## src/rtl/note_decoder.sv

```systemverilog
// note_decoder: debounces the keypad notecode and plays the matching square
// wave tone at 50% duty. Pitch and release changes only take effect on
// half-period boundaries, so every phase lasts a full HALF cycles.
module note_decoder #(
    parameter int STABLE_CYCLES = 5000,
    parameter int CNT_W         = 14
) (
    input  logic       clk_5MHz,
    input  logic       rst_n,
    input  logic [4:0] notecode,
    output logic       audio_out,
    output logic       note_active,
    output logic [4:0] cur_note
);

    localparam int STAB_W = (STABLE_CYCLES > 1) ? $clog2(STABLE_CYCLES) : 1;
    localparam logic [STAB_W-1:0] STAB_MAX = STAB_W'(STABLE_CYCLES - 1);

    typedef enum logic {IDLE, PLAY} state_t;

    state_t            state, state_nx;
    logic [4:0]        n_q, cand, accepted;
    logic [STAB_W-1:0] stab;
    logic [CNT_W-1:0]  cnt, cnt_nx;
    logic              audio_nx, active_nx;
    logic [4:0]        note_nx;
    logic              acc_valid;
    logic [CNT_W-1:0]  acc_half;

    // Half-period in 5 MHz cycles: octave-4 base count shifted down per octave.
    function automatic logic [CNT_W-1:0] half_of(input logic [4:0] c);
        logic [4:0]       k;
        logic [1:0]       oct;
        logic [CNT_W-1:0] base;
        if (c <= 5'd7) begin
            k = c;            oct = 2'd0;
        end else if (c <= 5'd14) begin
            k = c - 5'd7;     oct = 2'd1;
        end else begin
            k = c - 5'd14;    oct = 2'd2;
        end
        case (k)
            5'd1:    base = CNT_W'(9556);
            5'd2:    base = CNT_W'(8513);
            5'd3:    base = CNT_W'(7584);
            5'd4:    base = CNT_W'(7159);
            5'd5:    base = CNT_W'(6378);
            5'd6:    base = CNT_W'(5682);
            5'd7:    base = CNT_W'(5062);
            default: base = '0;
        endcase
        return base >> oct;
    endfunction

    assign acc_valid = (accepted != 5'd0) && (accepted <= 5'd21);
    assign acc_half  = half_of(accepted);

    // Glitch filter: a code must hold STABLE_CYCLES cycles in cand before it is accepted.
    always_ff @(posedge clk_5MHz or negedge rst_n) begin
        if (!rst_n) begin
            n_q      <= '0;
            cand     <= '0;
            stab     <= '0;
            accepted <= '0;
        end else begin
            n_q <= notecode;
            if (n_q != cand) begin
                cand <= n_q;
                stab <= '0;
            end else if (stab != STAB_MAX) begin
                stab <= stab + 1'b1;
            end else begin
                accepted <= cand;
            end
        end
    end

    // Tone state register: FSM state, phase counter and registered outputs.
    always_ff @(posedge clk_5MHz or negedge rst_n) begin
        if (!rst_n) begin
            state       <= IDLE;
            cnt         <= '0;
            audio_out   <= 1'b0;
            note_active <= 1'b0;
            cur_note    <= '0;
        end else begin
            state       <= state_nx;
            cnt         <= cnt_nx;
            audio_out   <= audio_nx;
            note_active <= active_nx;
            cur_note    <= note_nx;
        end
    end

    // Next state: pitch/release decisions are only made when cnt reaches 0.
    always_comb begin
        state_nx  = state;
        cnt_nx    = cnt;
        audio_nx  = audio_out;
        active_nx = note_active;
        note_nx   = cur_note;
        case (state)
            IDLE: begin
                audio_nx = 1'b0;
                if (acc_valid) begin
                    note_nx   = accepted;
                    cnt_nx    = acc_half - CNT_W'(1);
                    audio_nx  = 1'b1;
                    active_nx = 1'b1;
                    state_nx  = PLAY;
                end
            end
            PLAY: begin
                if (cnt != '0) begin
                    cnt_nx = cnt - CNT_W'(1);
                end else if (acc_valid) begin
                    audio_nx = ~audio_out;
                    note_nx  = accepted;
                    cnt_nx   = acc_half - CNT_W'(1);
                end else begin
                    // Release: the phase just finished, so drop straight to silence.
                    audio_nx  = 1'b0;
                    note_nx   = '0;
                    active_nx = 1'b0;
                    state_nx  = IDLE;
                end
            end
            default: state_nx = IDLE;
        endcase
    end

endmodule
```

## config.mk

```make
export PLATFORM = sky130hd
export DESIGN_NAME = note_decoder
export DESIGN_NICKNAME = d
export VERILOG_FILES = /design/src/rtl/note_decoder.sv
export SDC_FILE = /design/constraint.sdc
export NUM_CORES = 1
export LEC_CHECK = 0
export BUFFER_PORTS_ARGS = -buffer_cell sky130_fd_sc_hd__buf_2
export CELL_PAD_IN_SITES_DETAIL_PLACEMENT = 1
export CELL_PAD_IN_SITES_GLOBAL_PLACEMENT = 1
export CORE_MARGIN = 2
export CORE_UTILIZATION = 30
export DETAILED_ROUTE_END_ITERATION = 8
export PLACE_DENSITY = 0.68
export SLEW_MARGIN = 20
export SYNTH_ARGS = -nofsm -noshare
export SYNTH_HDL_FRONTEND = slang
export SYNTH_SLANG_ARGS = --single-unit
export TNS_END_PERCENT = 20
```

## constraint.sdc

```tcl
create_clock -name clk_5MHz -period 3.15 [get_ports clk_5MHz]
set_input_delay 0.63 -clock clk_5MHz [delete_from_list [all_inputs] [get_ports clk_5MHz]]
set_output_delay 0.63 -clock clk_5MHz [all_outputs]
set_load 0.005 [all_outputs]
```

# Word-level counts from Yosys, hierarchy flattened
# Cells that the tools add are included.
# op_classes
shifts	1
n_addsub	5
n_mux	24
reduce_logical	7
eq_ne	12
order_cmp	3
bitwise	4
# op_table
cell	count
14-bit case mux with 7 select lines	1
14-bit two-way mux	2
14-bit case mux with 2 select lines	1
14-bit by 1-bit subtractor with 14-bit output (second input constant)	2
13-bit two-way mux	2
5-bit two-way mux	5
5-bit by 3-bit == test with 1-bit output (second input constant)	4
14-bit nonzero test	1
14-bit by 2-bit >> shifter with 14-bit output	1
13-bit by 1-bit adder with 13-bit output (second input constant)	1
13-bit inequality test (second input constant)	1
5-bit by 2-bit == test with 1-bit output (second input constant)	2
5-bit case mux with 2 select lines	1
1-bit two-way mux	7
2-bit inequality test (second input constant)	3
1-bit case mux with 2 select lines	3
5-bit by 1-bit == test with 1-bit output (second input constant)	1
5-bit by 3-bit <= comparator with 1-bit output (second input constant)	1
5-bit by 4-bit <= comparator with 1-bit output (second input constant)	1
5-bit <= comparator (second input constant)	1
5-bit inequality test	1
5-bit nonzero test	1
5-bit by 3-bit subtractor with 5-bit output (second input constant)	1
5-bit by 4-bit subtractor with 5-bit output (second input constant)	1
6 further kinds	11
# word_totals
output_inout_bits	7
in_bits	7
reg_bits	50

# Depth between registers and ports, before layout
# Gate-level depths: netlist (run 1).
# logic_depth
ltp_word	10
ltp_mapped	16
depth_no_buf	13

# Least setup slack after synthesis (run 1)
# OpenSTA, ideal clock, no wires.
# synth_timing
path_type	flip-flop to flip-flop
from	register accepted[0]
to	register cnt[12]
path_buffers	3
required_time_ps	3039
path_slack_ps	-108
period_less_slack_ps	3258
setup_ps	111
t_arrival_ps	3147
path_stages_with_launch	17
path_cell_list	dfrtp_1 -> buf_2 -> inv_1 -> clkbuf_1 -> ha_1 -> and2_1 -> o21a_1 -> buf_2 -> o211a_2 -> nor2_1 -> a41oi_1 -> o31ai_1 -> inv_1 -> ha_1 -> nor3b_2 -> nand3_1 -> a222oi_1
# synth_via
elab_chain_cells	10
# synth_lines
item	line_no	source
start: declaration	22	logic [4:0] n_q, cand, accepted;
start signal: assignment	73	accepted <= cand;
5-bit by 4-bit subtractor with 5-bit output, or another cell as far along	40	k = c - 5'd14; oct = 2'd2;
5-bit two-way mux	37	end else if (c <= 5'd14) begin
5-bit two-way mux	35	if (c <= 5'd7) begin
5-bit by 3-bit == test with 1-bit output, or another cell as far along	42	case (k)
14-bit case mux with 7 select lines	42	
14-bit by 2-bit >> shifter with 14-bit output	52	return base >> oct;
14-bit by 1-bit subtractor with 14-bit output	107, 119	
14-bit two-way mux (*)	105, 116	
14-bit two-way mux	114	if (cnt != '0) begin
14-bit case mux with 2 select lines (*)	102	case (state)
named net cnt_nx[12]	24	logic [CNT_W-1:0] cnt, cnt_nx;
end signal: assignment	88	cnt <= cnt_nx;
end: declaration	24	
# The timed path passes the listed nets; every way through them passes the cells marked *.
# A chain may end at the register's enable or synchronous reset.

# Final worst setup path (run 1)
# layout_timing
from	register accepted[1]
to	register cnt[6]
# Same word-level chain as after synthesis.

==> impl_metrics.tcl, run 1 <==
set metrics [dict create \
    grt_overflow 0 \
    cp_common_cell "buf_4" \
    n_antenna_cell 0 \
    ys_seq_area_frac 0.344 \
    p_leak_nw 1.82 \
    synth_area_leaders "dfrtp_1 34%, o21ai_0 5.0%, nor2_1 4.8%, nand2_1 4.1%, a21oi_1 3.7%" \
    synth_ff_type "dfrtp_1" \
    drive_gt1_frac 0.200 \
    pwr_density_cell_nw_per_um2 305 \
    skew_ns 0.0119 \
    start_util 0.306 \
    fin_area_um2 4360 \
    power_mw 1.33 \
    synthCells 434 \
    slew_headroom 0.426 \
    cts_sinks 50 \
    cts_buffers 5 \
    dieArea_um2 13000 \
    cp_slowest_cell "a2111oi_2" \
    r2r_setup_slack_ns 0.05 \
    finalMaxSlewViolations 0 \
    grt_pass1_wl_um 19200 \
    die_w_um 114 \
    vias 3612 \
    synthesis.area_um2 3640 \
    place_hpwl_um 8860 \
    core_um2 11900 \
    fin_crit_ns 3.10 \
    fin_nets 485 \
    syn2layout_area_growth_pct 19.7 \
    wire_per_inst_um 19.3 \
    hold_class "input pin to async pin" \
    worstMarginPinSlew_ns 0.861 \
    yosysTopAreaCellShare 0.344 \
    start_kind "flop" \
    clkTransAtPathRegs_ns 0.07 \
    io_pins 14 \
    crit_chain "ha_1 > nand2_1 > buf_4 > o21a_1 > buf_4 > buf_4 > nor2_1 > a221o_1 > a2111oi_2 > nor3b_4 > nand3_2 > buf_4 > a31oi_1" \
    path_class "flop to flop" \
    drtIter0Drc 184 \
    rows 40 \
    timing.rr.end "cnt[6]$_DFF_PN0_" \
    grt.total_usage 0.186 \
    path_max_fanout 13 \
    drc 0 \
    grt_pass1_vias 3779 \
    insertion_delay_ns 0.30 \
    hold_viol_final 0 \
    pre_cts_ws_ns -0.0495 \
    synth.distinct_cells 72 \
    clockBufferDepth 2 \
    cp.arrival_ns 3.27 \
    synth.avg_cell_area_um2 8.39 \
    fmax_mhz 323 \
    grt_max_degree 33 \
    antenna_left 0 \
    cp_data_required_time_ns 3.32 \
    io_buffers 13 \
    worst_slack_ns 0.0506 \
    vias_per_cell 5.86 \
    async_flop_share 1.00 \
    placed_area_um2 4070 \
    cts_root_buf "clkbuf_16" \
    cap_viol_max_count 0 \
    reg2reg_depth 13 \
    synth_fp_nets 451 \
    die_y_um 114 \
    synth_warnings 0 \
    ys_seq_elements 50 \
    slowest_delay_ns 0.51 \
    layout_common_cells "48 x dfrtp_1, 46 x nor2_1, 43 x buf_4, 39 x nand2_1, 33 x o21ai_0" \
    synth_top_cell_by_area "dfrtp_1" \
    setup_viol 0 \
    crit_path_end_kind "flop" \
    htree_levels 2 \
    routed_wl_um 11900 \
    rsz0062_at_grt "true" \
    synth-edff-count 0 \
    firstDrtPassIters 4 \
    place.gp.congestion 0.918 \
    cts_tree "yes" \
    antenna_found_initial 0 \
    final_common_cell "dfrtp_1" \
    finalCritPeriodShare 0.984 \
    vdd_drop_max_v 0.000216 \
    status "completed" \
    r2r_start "accepted[1]$_DFFE_PN0P_" \
]
[state kept, by name, indices dropped and copies added, names as in the netlist]
name / cells
cnt: 14
stab: 13
accepted: 5
cand: 5
cur_note: 5
n_q: 5
audio_out: 1
note_active: 1
state: 1
[logic make-up after synthesis]
logic type | count (synthesis) | share of synthesized area
compound gates | 150 | 0.286
xor+xnor | 25 | 0.0602
fa+ha+maj | 10 | 0.0344
buf+inv | 41 | 0.0492
flops | 50 | 0.344
mux | 9 | 0.0285
simple gates | 149 | 0.198
[power breakdown]
group / internal, mW / switching, mW
combinational: 0.00848 / 0.0184
sequential: 0.649 / 0.00543
clock: 0.400 / 0.249
total: 1.06 / 0.273
[worst max-delay path by stage]
stage                            startpoint  cells after the start                end  slack (ns)
floorplan           accepted[0]$_DFFE_PN0P_                     15  cnt[12]$_DFF_PN0_       0.003
CTS                 accepted[1]$_DFFE_PN0P_                     11   cnt[6]$_DFF_PN0_       0.003
global placement    accepted[2]$_DFFE_PN0P_                     11  cnt[12]$_DFF_PN0_        0.07
detailed placement  accepted[1]$_DFFE_PN0P_                     12  cnt[12]$_DFF_PN0_       -0.05
finish              accepted[1]$_DFFE_PN0P_                     13   cnt[6]$_DFF_PN0_        0.05
global route        accepted[0]$_DFFE_PN0P_                     13  cnt[12]$_DFF_PN0_       -0.11
[metal layers]
metal  part of all wire  track usage  up-vias
met2               0.49        0.313      109
met1               0.43        0.236     1788
li1                   -            -     1681
met3              0.045       0.0286       34
met4              0.034       0.0829        0
met5                  0            0        -
[through the flow]
| stage | setup TNS, ns | instances | hold slack [ns] | utilization |
|---|---|---|---|---|
| CTS | 0 | 614 | 0.375 | 0.359 |
| global placement | 0 | 606 | 0.382 | 0.341 |
| floorplan | 0 | 434 | 0.334 | - |
| global route | -0.471 | 616 | 0.398 | 0.366 |
| finish | 0 | 616 | 0.338 | 0.366 |
| detailed placement | -0.0495 | 606 | 0.384 | 0.341 |
[Yosys cell counts, types with 7 or more instances]
master,number
nor2_1,47
inv_1,10
a21oi_1,27
and2_1,7
xor2_1,13
nand3_1,14
o21ai_0,36
mux2i_1,7
buf_2,8
a31oi_1,8
ha_1,10
nand2_1,40
xnor2_1,12
dfrtp_1,50
clkbuf_1,16
nor3_1,7
[critical path, delay by kind of cell (launching register included)]
family          cells  cell delay (ns)
simple gates        4             0.47
compound gates      4             1.09
fa+ha+maj           1             0.26
buf+inv             4             0.67
flops               1             0.47
[area by class of cell]
type / count / area [um^2]
fill: 1426 / 7550
timing repair buffer: 57 / 399
sequential: 50 / 1250
clock buffer: 6 / 139
tap: 147 / 184
clock inverter: 2 / 38.8
multi-input combinational: 343 / 2300
inverter: 11 / 41.3
[timing repair]
item,in CTS,in global routing
gates resized for setup,6,16
setup buffers,0,2
setup endpoints to repair,3,10
hold buffers,0,0
pin swaps,2,6
Note: power is estimated with default switching activity, not from simulation.
==> run 2, diff against run 1 <==
- ABC_AREA: unset -> 1
- PLACE_DENSITY: 0.68 -> 0.69
==> run 2 against run 1 <==
- power decreased by 8.8%
- routed wire length decreased by 23%
- largest cell class unchanged
- non-clock buffer count decreased by 35
- register-to-register slack improved by 0.27 ns
- critical path depth increased by 9
- design area decreased by 11%
- area after synthesis decreased by 4.5%
- critical endpoint is now cnt[12]$_DFF_PN0_
==> impl_metrics.tcl, run 2 <==
set metrics [dict create \
    slew_headroom 0.622 \
    firstDrtPassIters 4 \
    io_pins 14 \
    largestRegisters "cnt: 14 flops, stab: 13 flops" \
    cap_viol_max_count 0 \
    clkTransAtPathRegs_ns 0.07 \
    synth_ff_type "dfrtp_1" \
    grt_pass1_vias 3324 \
    cts_hold_buffers 0 \
    rows 39 \
    hold_class "input pin to async pin" \
    p_leak_nw 2.00 \
    grt_pass1_wl_um 15700 \
    layout_common_cells "97 x nand2_1, 57 x inv_1, 49 x nand3_1, 48 x dfrtp_1, 40 x nor2_1" \
    synth.avg_cell_area_um2 7.34 \
    tns_ns 0 \
    grt.total_usage 0.153 \
    synth-edff-count 0 \
    synth.distinct_cells 45 \
    ys_seq_area_frac 0.360 \
    hold_viol_final 0 \
    place_hpwl_um 7270 \
    antenna_found_initial 0 \
    syn2layout_area_growth_pct 11.7 \
    vdd_drop_max_v 0.000302 \
    synth.most_common_cell "nand2_1" \
    cts_buffers 5 \
    skew_ns 0.00793 \
    synth_top_cell_by_area "dfrtp_1" \
    timing.rr.end "cnt[12]$_DFF_PN0_" \
    n_antenna_cell 0 \
    wire_per_inst_um 14.4 \
    synth_warnings 0 \
    start_kind "flop" \
    pwr_density_cell_nw_per_um2 312 \
    path_class "flop to flop" \
    final_common_cell "nand2_1" \
    drive_gt1_frac 0.189 \
    die_w_um 112 \
    largest_register "cnt" \
    fin_nets 508 \
    setup_viol 0 \
    rsz0062_at_grt "false" \
    cp_data_required_time_ns 3.32 \
    grt_max_degree 25 \
    drtIter0Drc 75 \
    finalMaxSlewViolations 0 \
    drc 0 \
    yosysTopAreaCellShare 0.360 \
    place.gp.congestion 0.873 \
    seqCellArea_um2 1250 \
    vias 3183 \
    finalCritPeriodShare 0.897 \
    fillers 1423 \
    fmax_mhz 354 \
    insertion_delay_ns 0.29 \
    synth_fp_nets 491 \
    cp.arrival_ns 3.00 \
    grt_overflow 0 \
    start_util 0.306 \
    reg2reg_depth 22 \
    dieArea_um2 12500 \
    path_max_fanout 15 \
    ys_seq_elements 50 \
    cts_sinks 50 \
    largest_register_ffs 14 \
    status "completed" \
    synth_area_leaders "dfrtp_1 36%, nand2_1 10%, nand3_1 7.1%, inv_1 6.2%, o21ai_0 4.6%" \
    ys_top_cells_by_count "97 x nand2_1, 57 x inv_1, 50 x dfrtp_1" \
    clockBufferDepth 2 \
    die_y_um 112 \
    worstMarginPinSlew_ns 0.567 \
    routed_wl_um 9150 \
    synthesis.area_um2 3480 \
    crit_path_end_kind "flop" \
    r2r_start "accepted[1]$_DFFE_PN0P_" \
    synthCells 474 \
    htree_levels 2 \
    r2r_setup_slack_ns 0.32 \
    cts_tree "yes" \
    multi_input_area_um2 1910 \
    antenna_left 0 \
    async_flop_share 1.00 \
    core_um2 11400 \
    fin_hold_ws_ns 0.322 \
    fin_crit_ns 2.83 \
    vias_per_cell 5.02 \
    io_buffers 13 \
    cts_root_buf "clkbuf_16" \
]
## run 2: how the worst max path moves through the flow
stage,cells after the start,end,startpoint,slack (ns)
floorplan,21,cnt[12]$_DFF_PN0_,accepted[0]$_DFFE_PN0P_,0.60
global placement,20,cnt[12]$_DFF_PN0_,accepted[0]$_DFFE_PN0P_,0.30
global route,22,cnt[12]$_DFF_PN0_,accepted[1]$_DFFE_PN0P_,0.07
CTS,21,cnt[12]$_DFF_PN0_,accepted[0]$_DFFE_PN0P_,0.19
detailed placement,21,cnt[12]$_DFF_PN0_,accepted[0]$_DFFE_PN0P_,0.21
finish,22,cnt[12]$_DFF_PN0_,accepted[1]$_DFFE_PN0P_,0.32
## run 2: what timing repair did
| action | 4_1_cts | 5_1_grt |
|---|---|---|
| endpoints found under the setup margin | 0 | 5 |
| endpoints found under the hold margin | 0 | 0 |
| resized for setup | 0 | 5 |
| buffers inserted | 0 | 2 |
## run 2: logic make-up after synthesis
group                    Yosys count  synth area share
buffers and inverters             82            0.0936
multiplexers                       4            0.0130
XOR/XNOR                           6            0.0151
AO/OA/AOI/OAI                     72             0.124
AND/OR/NAND/NOR                  250             0.358
flip-flops                        50             0.360
adder cells (fa/ha/maj)           10            0.0360
## run 2: power breakdown
part           switching [mW]  internal (mW)
sequential            0.00442          0.649
clock                   0.242          0.290
combinational          0.0193        0.00864
## run 2: per-layer routing
layer  up-vias  track usage  share of wire
met2        31        0.269           0.50
met3        10       0.0272          0.022
li1       1576            -              -
met4         0       0.0354          0.011
met5         -            0              0
met1      1566        0.197           0.46
## run 2: final cells by class
type                            instances  area share
Inverter                               70      0.0705
Timing Repair Buffer                   22      0.0341
Sequential cell                        50       0.323
Tap cell                              143      0.0461
Multi-Input combinational cell        342       0.490
Clock inverter                          2     0.00386
Clock buffer                            5      0.0322
## run 2: worst max-delay path, stage by stage (launching register included)
cell      delay, ns
dfrtp_2        0.46
ha_1           0.24
nand2_2        0.09
clkinv_2       0.07
nand2_4        0.09
nand2_8        0.11
nand2_1        0.09
nand2_1        0.07
inv_2          0.10
nand3_1        0.11
nor2_4         0.19
nand2_4        0.09
nand2_2        0.07
nand2_1        0.06
nand3_1        0.09
nand2_1        0.10
ha_2           0.23
nand2_1        0.11
nand3_2        0.08
o21ai_2        0.07
nand2_1        0.07
nand2_1        0.06
a21boi_1       0.06
## run 2: stage by stage
| step | instances | area, um^2 | power, mW | utilization | setup WS, ns |
|---|---|---|---|---|---|
| 2_1_floorplan | 474 | 3480 | 0.675 | - | 0.604 |
| 3_3_place_gp | 625 | 3720 | 0.694 | 0.327 | 0.303 |
| 3_5_place_dp | 625 | 3720 | 0.695 | 0.327 | 0.213 |
| 4_1_cts | 632 | 3860 | 1.24 | 0.339 | 0.186 |
| 5_1_grt | 634 | 3880 | 1.27 | 0.342 | 0.0653 |
| 6_report | 634 | 3880 | 1.21 | 0.342 | 0.324 |
